## config.mk

```make
export PLATFORM = sky130hd
export DESIGN_NAME = serdes_tx_flat
export DESIGN_NICKNAME = d
export VERILOG_FILES = /design/src/rtl/serdes_pkg.sv /design/src/rtl/serdes_tx_if.sv /design/src/rtl/encoder_8b10b.sv /design/src/rtl/serdes_tx.sv /design/src/flat_wrapper.sv
export SDC_FILE = /design/constraint.sdc
export NUM_CORES = 1
export LEC_CHECK = 0
export CAP_MARGIN = 5
export CORE_MARGIN = 2
export CORE_UTILIZATION = 47
export CTS_CLUSTER_SIZE = 16
export DETAILED_ROUTE_END_ITERATION = 8
export HOLD_SLACK_MARGIN = 0.05
export PLACE_DENSITY = 0.67
export SLEW_MARGIN = 20
export SYNTH_ARGS = -nofsm -noshare
export SYNTH_HDL_FRONTEND = slang
export SYNTH_SLANG_ARGS = --single-unit
```

## constraint.sdc

```tcl
create_clock -name clkTX -period 6.9 [get_ports clkTX]
set_clock_uncertainty 0.05 [all_clocks]
set_input_delay 1.725 -clock clkTX [delete_from_list [all_inputs] [get_ports clkTX]]
set_output_delay 1.725 -clock clkTX [all_outputs]
set_load 0.005 [all_outputs]
```

## src/rtl/serdes_pkg.sv

```systemverilog
// Shared 8b/10b definitions for the SERDES link: comma codewords, FSM states
// and the RD- column lookup tables for the 5b/6b and 3b/4b sub-blocks.
package serdes_pkg;

    // K28.5 comma in both running-disparity columns (abcdei_fghj order)
    localparam logic [9:0] K28_5_RDP = 10'b1100000101;
    localparam logic [9:0] K28_5_RDN = 10'b0011111010;

    typedef enum logic [1:0] {
        ST_IDLE = 2'd0,
        ST_SYNC = 2'd1,
        ST_RUN  = 2'd2
    } tx_state_t;

    // 5b/6b codes (abcdei) for D.0 .. D.31, RD- column.
    // The RD+ column is the complement for unbalanced codes and for D.7.
    localparam logic [0:31][5:0] ENC6_RDN = {
        6'b100111, 6'b011101, 6'b101101, 6'b110001,
        6'b110101, 6'b101001, 6'b011001, 6'b111000,
        6'b111001, 6'b100101, 6'b010101, 6'b110100,
        6'b001101, 6'b101100, 6'b011100, 6'b010111,
        6'b011011, 6'b100011, 6'b010011, 6'b110010,
        6'b001011, 6'b101010, 6'b011010, 6'b111010,
        6'b110011, 6'b100110, 6'b010110, 6'b110110,
        6'b001110, 6'b101110, 6'b011110, 6'b101011
    };

    // 3b/4b codes (fghj) for D.x.0 .. D.x.P7, RD- column.
    // The RD+ column is the complement for unbalanced codes and for D.x.3.
    localparam logic [0:7][3:0] ENC4_RDN = {
        4'b1011, 4'b1001, 4'b0101, 4'b1100,
        4'b1101, 4'b1010, 4'b0110, 4'b1110
    };

    // Alternate D.x.A7 encoding, RD- column; avoids a run of five
    localparam logic [3:0] ENC4_A7_RDN = 4'b0111;

    function automatic logic is_bal6(input logic [5:0] v);
        return ($countones(v) == 3);
    endfunction

    function automatic logic is_bal4(input logic [3:0] v);
        return ($countones(v) == 2);
    endfunction

endpackage

```

## src/rtl/serdes_tx_if.sv

```systemverilog
// Byte handshake between the upstream source and the 8b/10b transmitter.
interface serdes_tx_if;
    logic [7:0] dataIn;
    logic       dataValid;
    logic       dataReady;

    modport master (output dataIn, output dataValid, input dataReady);
    modport slave  (input dataIn, input dataValid, output dataReady);
endinterface

```

## src/rtl/encoder_8b10b.sv

```systemverilog
// Combinational 8b/10b encoder: D.x.y with alternate A7 handling, plus K28.5.
// rdIn = 0 means running disparity is positive (RD+ column is used).
module encoder_8b10b
    import serdes_pkg::*;
(
    input  logic [7:0] data,
    input  logic       k,
    input  logic       rdIn,
    output logic [9:0] code,
    output logic       rdOut
);

    logic [4:0] w_x;
    logic [2:0] w_y;
    logic       w_rdPos;
    logic [5:0] w_6b;
    logic [3:0] w_4b;
    logic       w_bal6;
    logic       w_bal4;
    logic       w_midPos;
    logic       w_useA7;

    assign w_x     = data[4:0];
    assign w_y     = data[7:5];
    assign w_rdPos = ~rdIn;

    // Encode 5b/6b, then choose the 3b/4b column from the disparity after it
    always_comb begin
        w_6b   = ENC6_RDN[w_x];
        w_bal6 = is_bal6(w_6b);
        if (w_rdPos && (!w_bal6 || (w_6b == 6'b111000))) begin
            w_6b = ~w_6b;
        end
        w_midPos = w_bal6 ? w_rdPos : ~w_rdPos;

        w_useA7 = (w_y == 3'd7) &&
                  ((!w_midPos && ((w_x == 5'd17) || (w_x == 5'd18) || (w_x == 5'd20))) ||
                   ( w_midPos && ((w_x == 5'd11) || (w_x == 5'd13) || (w_x == 5'd14))));
        w_4b   = w_useA7 ? ENC4_A7_RDN : ENC4_RDN[w_y];
        w_bal4 = is_bal4(w_4b);
        if (w_midPos && (!w_bal4 || (w_4b == 4'b1100))) begin
            w_4b = ~w_4b;
        end

        if (k) begin
            code  = rdIn ? K28_5_RDN : K28_5_RDP;
            rdOut = ~rdIn;
        end else begin
            code  = {w_6b, w_4b};
            rdOut = rdIn ^ ~w_bal6 ^ ~w_bal4;
        end
    end

endmodule

```

## src/rtl/serdes_tx.sv

```systemverilog
// 8b/10b serial transmitter: comma alignment burst after enable, then data
// words with K28.5 idle fill, serialized MSB-first one bit per clkTX.
module serdes_tx #(
    parameter int NUM_SYNC = 4
) (
    input  logic        clkTX,
    input  logic        resetN,
    input  logic        enable,
    serdes_tx_if.slave  up,
    output logic        SerialOut,
    output logic        tick10,
    output logic        syncDone,
    output logic        rdState
);
    import serdes_pkg::*;

    localparam logic [3:0] SYNC_LAST = 4'(NUM_SYNC);

    tx_state_t  r_state;
    logic [9:0] r_shreg;
    logic [3:0] r_bitCnt;
    logic       r_rd;
    logic [3:0] r_syncCnt;

    logic       w_boundary;
    logic       w_lastSync;
    logic       w_runLoad;
    logic       w_encK;
    logic [9:0] w_code;
    logic       w_rdOut;

    // Last bit of a word while the link is active
    assign w_boundary = (r_state != ST_IDLE) && (r_bitCnt == 4'd9);
    assign w_lastSync = (r_state == ST_SYNC) && (r_syncCnt >= SYNC_LAST);
    // Boundary where the next word follows RUN rules (data or idle fill)
    assign w_runLoad  = w_boundary && enable && ((r_state == ST_RUN) || w_lastSync);
    assign w_encK     = !(w_runLoad && up.dataValid);

    encoder_8b10b u_enc (
        .data  (up.dataIn),
        .k     (w_encK),
        .rdIn  (r_rd),
        .code  (w_code),
        .rdOut (w_rdOut)
    );

    assign up.dataReady = w_runLoad;
    assign SerialOut    = r_shreg[9];
    assign tick10       = w_boundary;
    assign syncDone     = (r_state == ST_RUN);
    assign rdState      = r_rd;

    // Link FSM: word loads at bit 9, shifting in between, disable at word end
    always_ff @(posedge clkTX or negedge resetN) begin
        if (!resetN) begin
            r_state   <= ST_IDLE;
            r_shreg   <= '0;
            r_bitCnt  <= '0;
            r_rd      <= 1'b0;
            r_syncCnt <= '0;
        end else begin
            case (r_state)
                ST_IDLE: begin
                    r_shreg   <= '0;
                    r_bitCnt  <= '0;
                    r_rd      <= 1'b0;
                    r_syncCnt <= '0;
                    if (enable) begin
                        r_shreg   <= K28_5_RDP;
                        r_rd      <= 1'b1;
                        r_syncCnt <= 4'd1;
                        r_state   <= ST_SYNC;
                    end
                end
                ST_SYNC, ST_RUN: begin
                    if (!w_boundary) begin
                        r_shreg  <= {r_shreg[8:0], 1'b0};
                        r_bitCnt <= r_bitCnt + 4'd1;
                    end else if (!enable) begin
                        r_state   <= ST_IDLE;
                        r_shreg   <= '0;
                        r_bitCnt  <= '0;
                        r_rd      <= 1'b0;
                        r_syncCnt <= '0;
                    end else begin
                        r_shreg  <= w_code;
                        r_rd     <= w_rdOut;
                        r_bitCnt <= '0;
                        if (r_state == ST_SYNC) begin
                            if (w_lastSync) begin
                                r_state <= ST_RUN;
                            end else begin
                                r_syncCnt <= r_syncCnt + 4'd1;
                            end
                        end
                    end
                end
                default: begin
                    r_state  <= ST_IDLE;
                    r_shreg  <= '0;
                    r_bitCnt <= '0;
                    r_rd     <= 1'b0;
                end
            endcase
        end
    end

endmodule

```

## src/flat_wrapper.sv

```systemverilog
// flat-port wrapper written by rule: the top's interface ports become plain ports
module serdes_tx_flat import serdes_pkg::*;
#(
    parameter int NUM_SYNC = 4
)
  (clkTX, resetN, enable, SerialOut, tick10, syncDone, rdState, up_dataIn, up_dataValid, up_dataReady);
  serdes_tx_if up_i ();
  input  logic clkTX;
  input  logic resetN;
  input  logic enable;
  output logic SerialOut;
  output logic tick10;
  output logic syncDone;
  output logic rdState;
  input wire logic [$bits(up_i.dataIn)-1:0] up_dataIn;
  input wire logic [$bits(up_i.dataValid)-1:0] up_dataValid;
  output wire logic [$bits(up_i.dataReady)-1:0] up_dataReady;
  assign up_i.dataIn = up_dataIn;
  assign up_i.dataValid = up_dataValid;
  assign up_dataReady = up_i.dataReady;
  serdes_tx #(.NUM_SYNC(NUM_SYNC)) u_core (.clkTX(clkTX), .resetN(resetN), .enable(enable), .up(up_i), .SerialOut(SerialOut), .tick10(tick10), .syncDone(syncDone), .rdState(rdState));
endmodule
```

### Word level (Yosys, flattened, before mapping)

Memories as Yosys holds them, arrays and structs flattened.
Index checks and enable logic that the tools add are counted.

| word-level totals | value |
|---|---|
| register bits | 21 |
| latch bits | 0 |
| memory bits (writable) | 0 |
| bits in read-only memories | 224 |
| input bits | 12 |
| output and inout port bits | 5 |
| word-level logic and storage cells | 108 |
| memories | 2 |

| cells by class | value |
|---|---|
| add/subtract/negate cells | 10 |
| multipliers | 0 |
| div/mod/pow operators | 0 |
| order comparisons | 3 |
| equal/unequal tests | 19 |
| shift-type cells | 0 |
| multiplexer cells | 33 |
| bitwise gates (word level) | 9 |
| reduce and logical (&&, ||, !) cells | 27 |

Memory list:

| name | words | width | read ports | clocked after Yosys merged registers in | wr ports | line | text |
|---|---|---|---|---|---|---|---|
| (name not given) | 32 | 6 | 1 | 0 | 0 | encoder_8b10b.sv:29 | `w_6b = ENC6_RDN[w_x];` |
| (name not given) | 8 | 4 | 1 | 0 | 0 | encoder_8b10b.sv:39 | `w_4b = w_useA7 ? ENC4_A7_RDN : ENC4_RDN[w_y];` |

Operators with widths:

| operator | number |
|---|---|
| 10-bit 2-to-1 mux | 5 |
| 4-bit 2-to-1 mux | 10 |
| 10-bit one-hot mux with 2 select lines | 1 |
| 6-bit 2-to-1 mux | 3 |
| 5-bit by 4-bit == test with 1-bit output, second input constant | 3 |
| 5-bit == test, second input constant | 3 |
| 1-bit by 1-bit adder with 2-bit output | 5 |
| 1-bit logical AND | 10 |
| 2-bit 2-to-1 mux | 5 |
| 4-bit by 1-bit adder with 4-bit output, second input constant | 2 |
| 4-bit == test, second input constant | 2 |
| 1-bit logical OR | 8 |
| 4-bit one-hot mux with 2 select lines | 1 |
| 4-bit AND reduction | 2 |
| 2-bit by 2-bit adder with 3-bit output | 2 |
| 6-bit == test, second input constant | 1 |
| 6-bit greater-or-equal comparator, second input constant | 1 |
| 1-bit 2-to-1 mux | 6 |
| 3-bit by 2-bit != test with 1-bit output, second input constant | 2 |
| 5-bit NOT with 6-bit output | 1 |
| 6-bit NOT | 1 |
| 3-bit by 2-bit adder with 4-bit output | 1 |
| 4-bit by 2-bit == test with 1-bit output, second input constant | 1 |
| 4-bit by 3-bit greater-or-equal comparator with 1-bit output, second input constant | 1 |
| 18 further kinds | 24 |

### Longest topological paths before layout

| depth | value |
|---|---|
| depth after elaboration | 25 |
| gate-level depth with buffers | 28 |
| depth with buffers taken out | 27 |

### Hierarchy

From an unflattened synthesis, not the netlist that was laid out.

| unflattened totals | value |
|---|---|
| cell total of the unflattened synthesis | 260 |
| area, all modules | 2,254.7 um^2 |

By module, submodules not included:

| module | instances | cells an instance | area each (um^2) |
|---|---|---|---|
| encoder_8b10b | 1 | 145 | 1,139.8 |
| serdes_tx | 1 | 115 | 1,114.8 |

### Worst setup path after synthesis

OpenSTA, ideal clock, no wires.

| timing path | value |
|---|---|
| path type | input-to-reg |
| from | input port up_dataIn[0] |
| to | register u_core.r_rd (netlist: u_core.rdState) |
| arrival | 7.253 ns |
| slack | -0.544 ns |
| stages on the path | 27 |
| path buffers | 1 |
| cell sequence | inv_1 ha_1 a211o_1 a31oi_1 inv_1 fa_1 inv_1 fa_1 inv_1 ha_1 inv_1 fa_1 and3b_1 clkbuf_1 xnor2_1 mux2i_1 o21ai_1 inv_1 fa_1 inv_1 ha_1 ha_1 nor3b_1 xnor2_1 nor3_1 o21ai_0 a31oi_1 |

| between the ends | value |
|---|---|
| longest elaborated chain between the ends | 23 |

Ends and longest elaborated chain:

| item | line | text |
|---|---|---|
| from (decl) | flat_wrapper.sv:15 | `input wire logic [$bits(up_i.dataIn)-1:0] up_dataIn;` |
| 5-bit NOT with 6-bit output (not written as such) | encoder_8b10b.sv:29 |  |
| memory read 32 x 6 bit | n/a |  |
| 6-bit 2-to-1 mux (not written as such) (2 in a row) | encoder_8b10b.sv:29 |  |
| 1-bit by 1-bit adder with 2-bit output (not written as such) | serdes_pkg.sv:39 | `return ($countones(v) == 3);` |
| 2-bit by 2-bit adder with 3-bit output (not written as such) | serdes_pkg.sv:39 |  |
| 3-bit by 2-bit adder with 4-bit output (not written as such) | serdes_pkg.sv:39 |  |
| 4-bit by 2-bit == test with 1-bit output | serdes_pkg.sv:39 |  |
| 1-bit 2-to-1 mux | encoder_8b10b.sv:34 | `w_midPos = w_bal6 ? w_rdPos : ~w_rdPos;` |
| [... 6 more ...] | n/a |  |
| 2-bit by 2-bit adder with 3-bit output (not written as such) | serdes_pkg.sv:43 | `return ($countones(v) == 2);` |
| 3-bit by 2-bit == test with 1-bit output | serdes_pkg.sv:43 |  |
| 1-bit NOT | encoder_8b10b.sv:50 | `rdOut = rdIn ^ ~w_bal6 ^ ~w_bal4;` |
| 1-bit XOR * | encoder_8b10b.sv:50 |  |
| 1-bit 2-to-1 mux * | encoder_8b10b.sv:45 | `if (k) begin` |
| 1-bit 2-to-1 mux * | serdes_tx.sv:79 | `end else if (!enable) begin` |
| 1-bit 2-to-1 mux * | serdes_tx.sv:76 | `if (!w_boundary) begin` |
| 1-bit one-hot mux with 2 select lines * | serdes_tx.sv:62 | `case (r_state)` |
| to (signal assigned) | serdes_tx.sv:87 | `r_rd <= w_rdOut;` |
| to (decl) | serdes_tx.sv:22 | `logic r_rd;` |

Every way passes the cells marked *; elsewhere a longest branch is shown, timed or not. The select of a mux whose other input is x is not followed.
A chain may end at the register's enable or synchronous reset.

### Worst setup path after layout

Same ends and word-level chain as after synthesis.

==> impl_results.md <==
* Final max-slew violation count at 0
* Outcome: finished, final reports clean
* P per Cell Area at 233 nW/µm²
* Register area share after synthesis at 25.0%
* Yosys cell types at 63
* Row count at 24
* Initial antenna violation count at 0
* Rel. slew slack at 36.7%
* Total negative slack at 0 ns
* Via count at 1934
* Pre-CTS setup slack at -0.758 ns
* Final Wtd Congestion at 0.827
* CP most frequent cell: fa_1
* Clock insertion delay at the later pin of the skew report at 0.26 ns
* Main synth FF type: dfrtp_1
* DRC at 0
* Final ANT Viol Nets at 0
* Min Hold Slack at 0.424 ns
* Setup ws final at 0.00920 ns
* Syn-to-layout area delta at 32.6%
* Area contributors post-synth: dfrtp_1 25%, ha_1 14%, inv_1 4.5%
* Die Wd at 70.8 µm
* Total gr overflow at 0
* Worst min path class: reg2reg
* Maximum VDD drop at 0.000169 V
* Fin crit period at 6.89 ns
* Worst setup SP type: input port
* CTS root buffer: clkbuf_8
* ANT cells at 0
* First-pass GRT wire length at 8630 µm
* Core footprint at 4320 µm²
* Syn Nets at 285
* Final period utilization at 99.9%
* Ports at 17
* Die footprint at 5010 µm²
* Vias in the first global route at 1895
* Total GRT Usage at 20.9%
* Clock transition at path regs at 0.08 ns
* Number of max-cap violations at 0
* Placed Area at 2540 µm²
* Chip Height at 70.8 µm
* CP required at 7.03 ns
* Slew of the pin with the lowest slew margin at 0.947 ns
* First-pass detailed-route iteration total at 4
* Synth top area share at 25.0%
* Placed cells at 333
* Design Area, Final at 2780 µm²
* Total clock buffers created by CTS at 3
* YS warnings at 0
* H-tree lvl count at 1
* Highest clock rate at 145 MHz
* Max incr delay on CP at 0.53 ns
* P_leak at 1.26 nW
* Asr flop ratio synth at 100%
* I/O Buffers at 16
* Synthesized flop and latch total at 21
* Fin cells at 346
* Largest net degree at the start of global routing at 22
* Synth Instances at 245
* Fin. Hold Viols at 0
* Vias per cell at 5.59
* Worst Path Max Fanout at 4
* Area leader, netlist: dfrtp_1
* Most numerous cell in the Yosys netlist: inv_1
* TritonCTS Sinks at 21
* Final net count at 335
* Critical path's slowest cell: fa_1
* Share of cells above drive strength 1 at 31.6%
* Average cell area after synthesis at 8.56 µm²
* CP Class: in2reg
* TritonCTS clock tree: done
* Final HPWL DP at 3620 µm
* Hold_buf cts at 0
* Critical Path End Type: register
* DRT iter0 DRCs at 101
* Average wire per standard cell at 14.5 µm
* CTS max path bufs at 2
* Unrepaired setup endpoints after global routing: yes
* Initial core utilization at 48.5%
* Synthesized area at 2100 µm²
* Synth top cells by count: 25 x inv_1, 24 x ha_1, 21 x dfrtp_1
* Setup Viol. Count Final at 0
* Worst Path Arrival at 7.03 ns
* Aggregate routed wire length at 5010 µm
* Post-synth EDFFs at 0
-- area by class of cell --
type / instances / area, µm²
fill: 378 / 1540
sequential: 21 / 526
inverter: 28 / 114
clock buffer: 4 / 45.0
timing repair buffer: 55 / 467
multi-input combinational: 186 / 1570
tap: 52 / 65.1
-- sequential cells by signal (all words and copies together) (netlist names) --
register,count
u_core.r_bitCnt,4
u_core.r_shreg,10
u_core.r_state,2
u_core.r_syncCnt,4
u_core.rdState,1
-- cells by family (layout without fill, tap and decap cells) --
family / Yosys count / count (layout) / share of synthesized area (%)
simple gates: 76 / 76 / 18.8
compound gates: 66 / 66 / 22.3
buf+inv: 38 / 87 / 8.29
fa+ha+maj: 28 / 28 / 18.1
flops: 21 / 21 / 25.0
xor+xnor: 8 / 8 / 3.34
mux: 8 / 8 / 4.05
-- final timing paths --
kind	cells past startpoint	to	slack, ns	startpoint
worst max-delay path	28	u_core.rdState$_DFFE_PN0N_	0.009	up_dataIn[0]
worst min-delay path	2	u_core.r_shreg[7]$_DFF_PN0_	0.42	u_core.r_shreg[6]$_DFF_PN0_
worst max register to register	13	u_core.rdState$_DFFE_PN0N_	3.69	u_core.rdState$_DFFE_PN0N_
worst min register to register	2	u_core.r_shreg[7]$_DFF_PN0_	0.42	u_core.r_shreg[6]$_DFF_PN0_
max in group asynchronous	1	u_core.r_shreg[8]$_DFF_PN0_	4.29	resetN
min in group asynchronous	1	u_core.r_bitCnt[3]$_DFF_PN0_	1.94	resetN
-- timing repair --
action                     CTS  global route
setup endpoints to repair    1             1
buffers inserted             5             3
pin swaps                   16            16
gates cloned                 1             0
gates resized for setup     37            16
-- power by group --
| part | internal [mW] | total [mW] | switching (mW) |
|---|---|---|---|
| combinational | 0.186 | 0.375 | 0.190 |
| clock | 0.0411 | 0.0810 | 0.0399 |
| sequential | 0.158 | 0.193 | 0.0352 |
| total | 0.384 | 0.649 | 0.265 |
-- cells in the final DEF, fill, tap and decap left out, types with 3 or more instances in the layout --
cell type	synthesis	routed
buf_4	0	34
dfrtp_1	21	21
nor2_1	20	20
nand2_1	20	19
inv_1	25	18
ha_1	24	18
o21ai_0	13	12
a21oi_1	11	11
clkdlybuf4s50_1	0	11
inv_2	2	7
buf_6	1	6
o21ai_1	5	4
nor3_1	5	4
xnor2_1	6	4
o31ai_1	4	4
fa_1	4	4
nand2b_1	3	3
mux2i_1	4	3
nand4_1	3	3
a221oi_1	3	3
ha_4	0	3
ha_2	0	3
clkbuf_8	0	3
-- worst max-delay path: cells and delay by family --
family / cells / cell delay (ns)
adder cells (fa/ha/maj): 8 / 2.76
XOR/XNOR: 2 / 0.26
buffers and inverters: 8 / 0.46
AND/OR/NAND/NOR: 5 / 0.84
multiplexers: 2 / 0.50
AO/OA/AOI/OAI: 3 / 0.47
-- per-stage QoR --
stage	util, %	total power, mW
after floorplan	-	0.411
after global placement	58.8	0.498
after detailed placement	58.8	0.506
after CTS	62.5	0.609
after global routing	64.3	0.703
final	64.3	0.649
-- layer usage --
layer  share of wire (%)  up-vias  global-route usage (%)
li1                    -      969                       -
met1                  46      906                    28.0
met2                  50       48                    36.2
met3                 2.6       11                    1.42
met4                 2.1        0                    6.50
met5                   0        -                       0
Power figures use the tool's default switching activity.
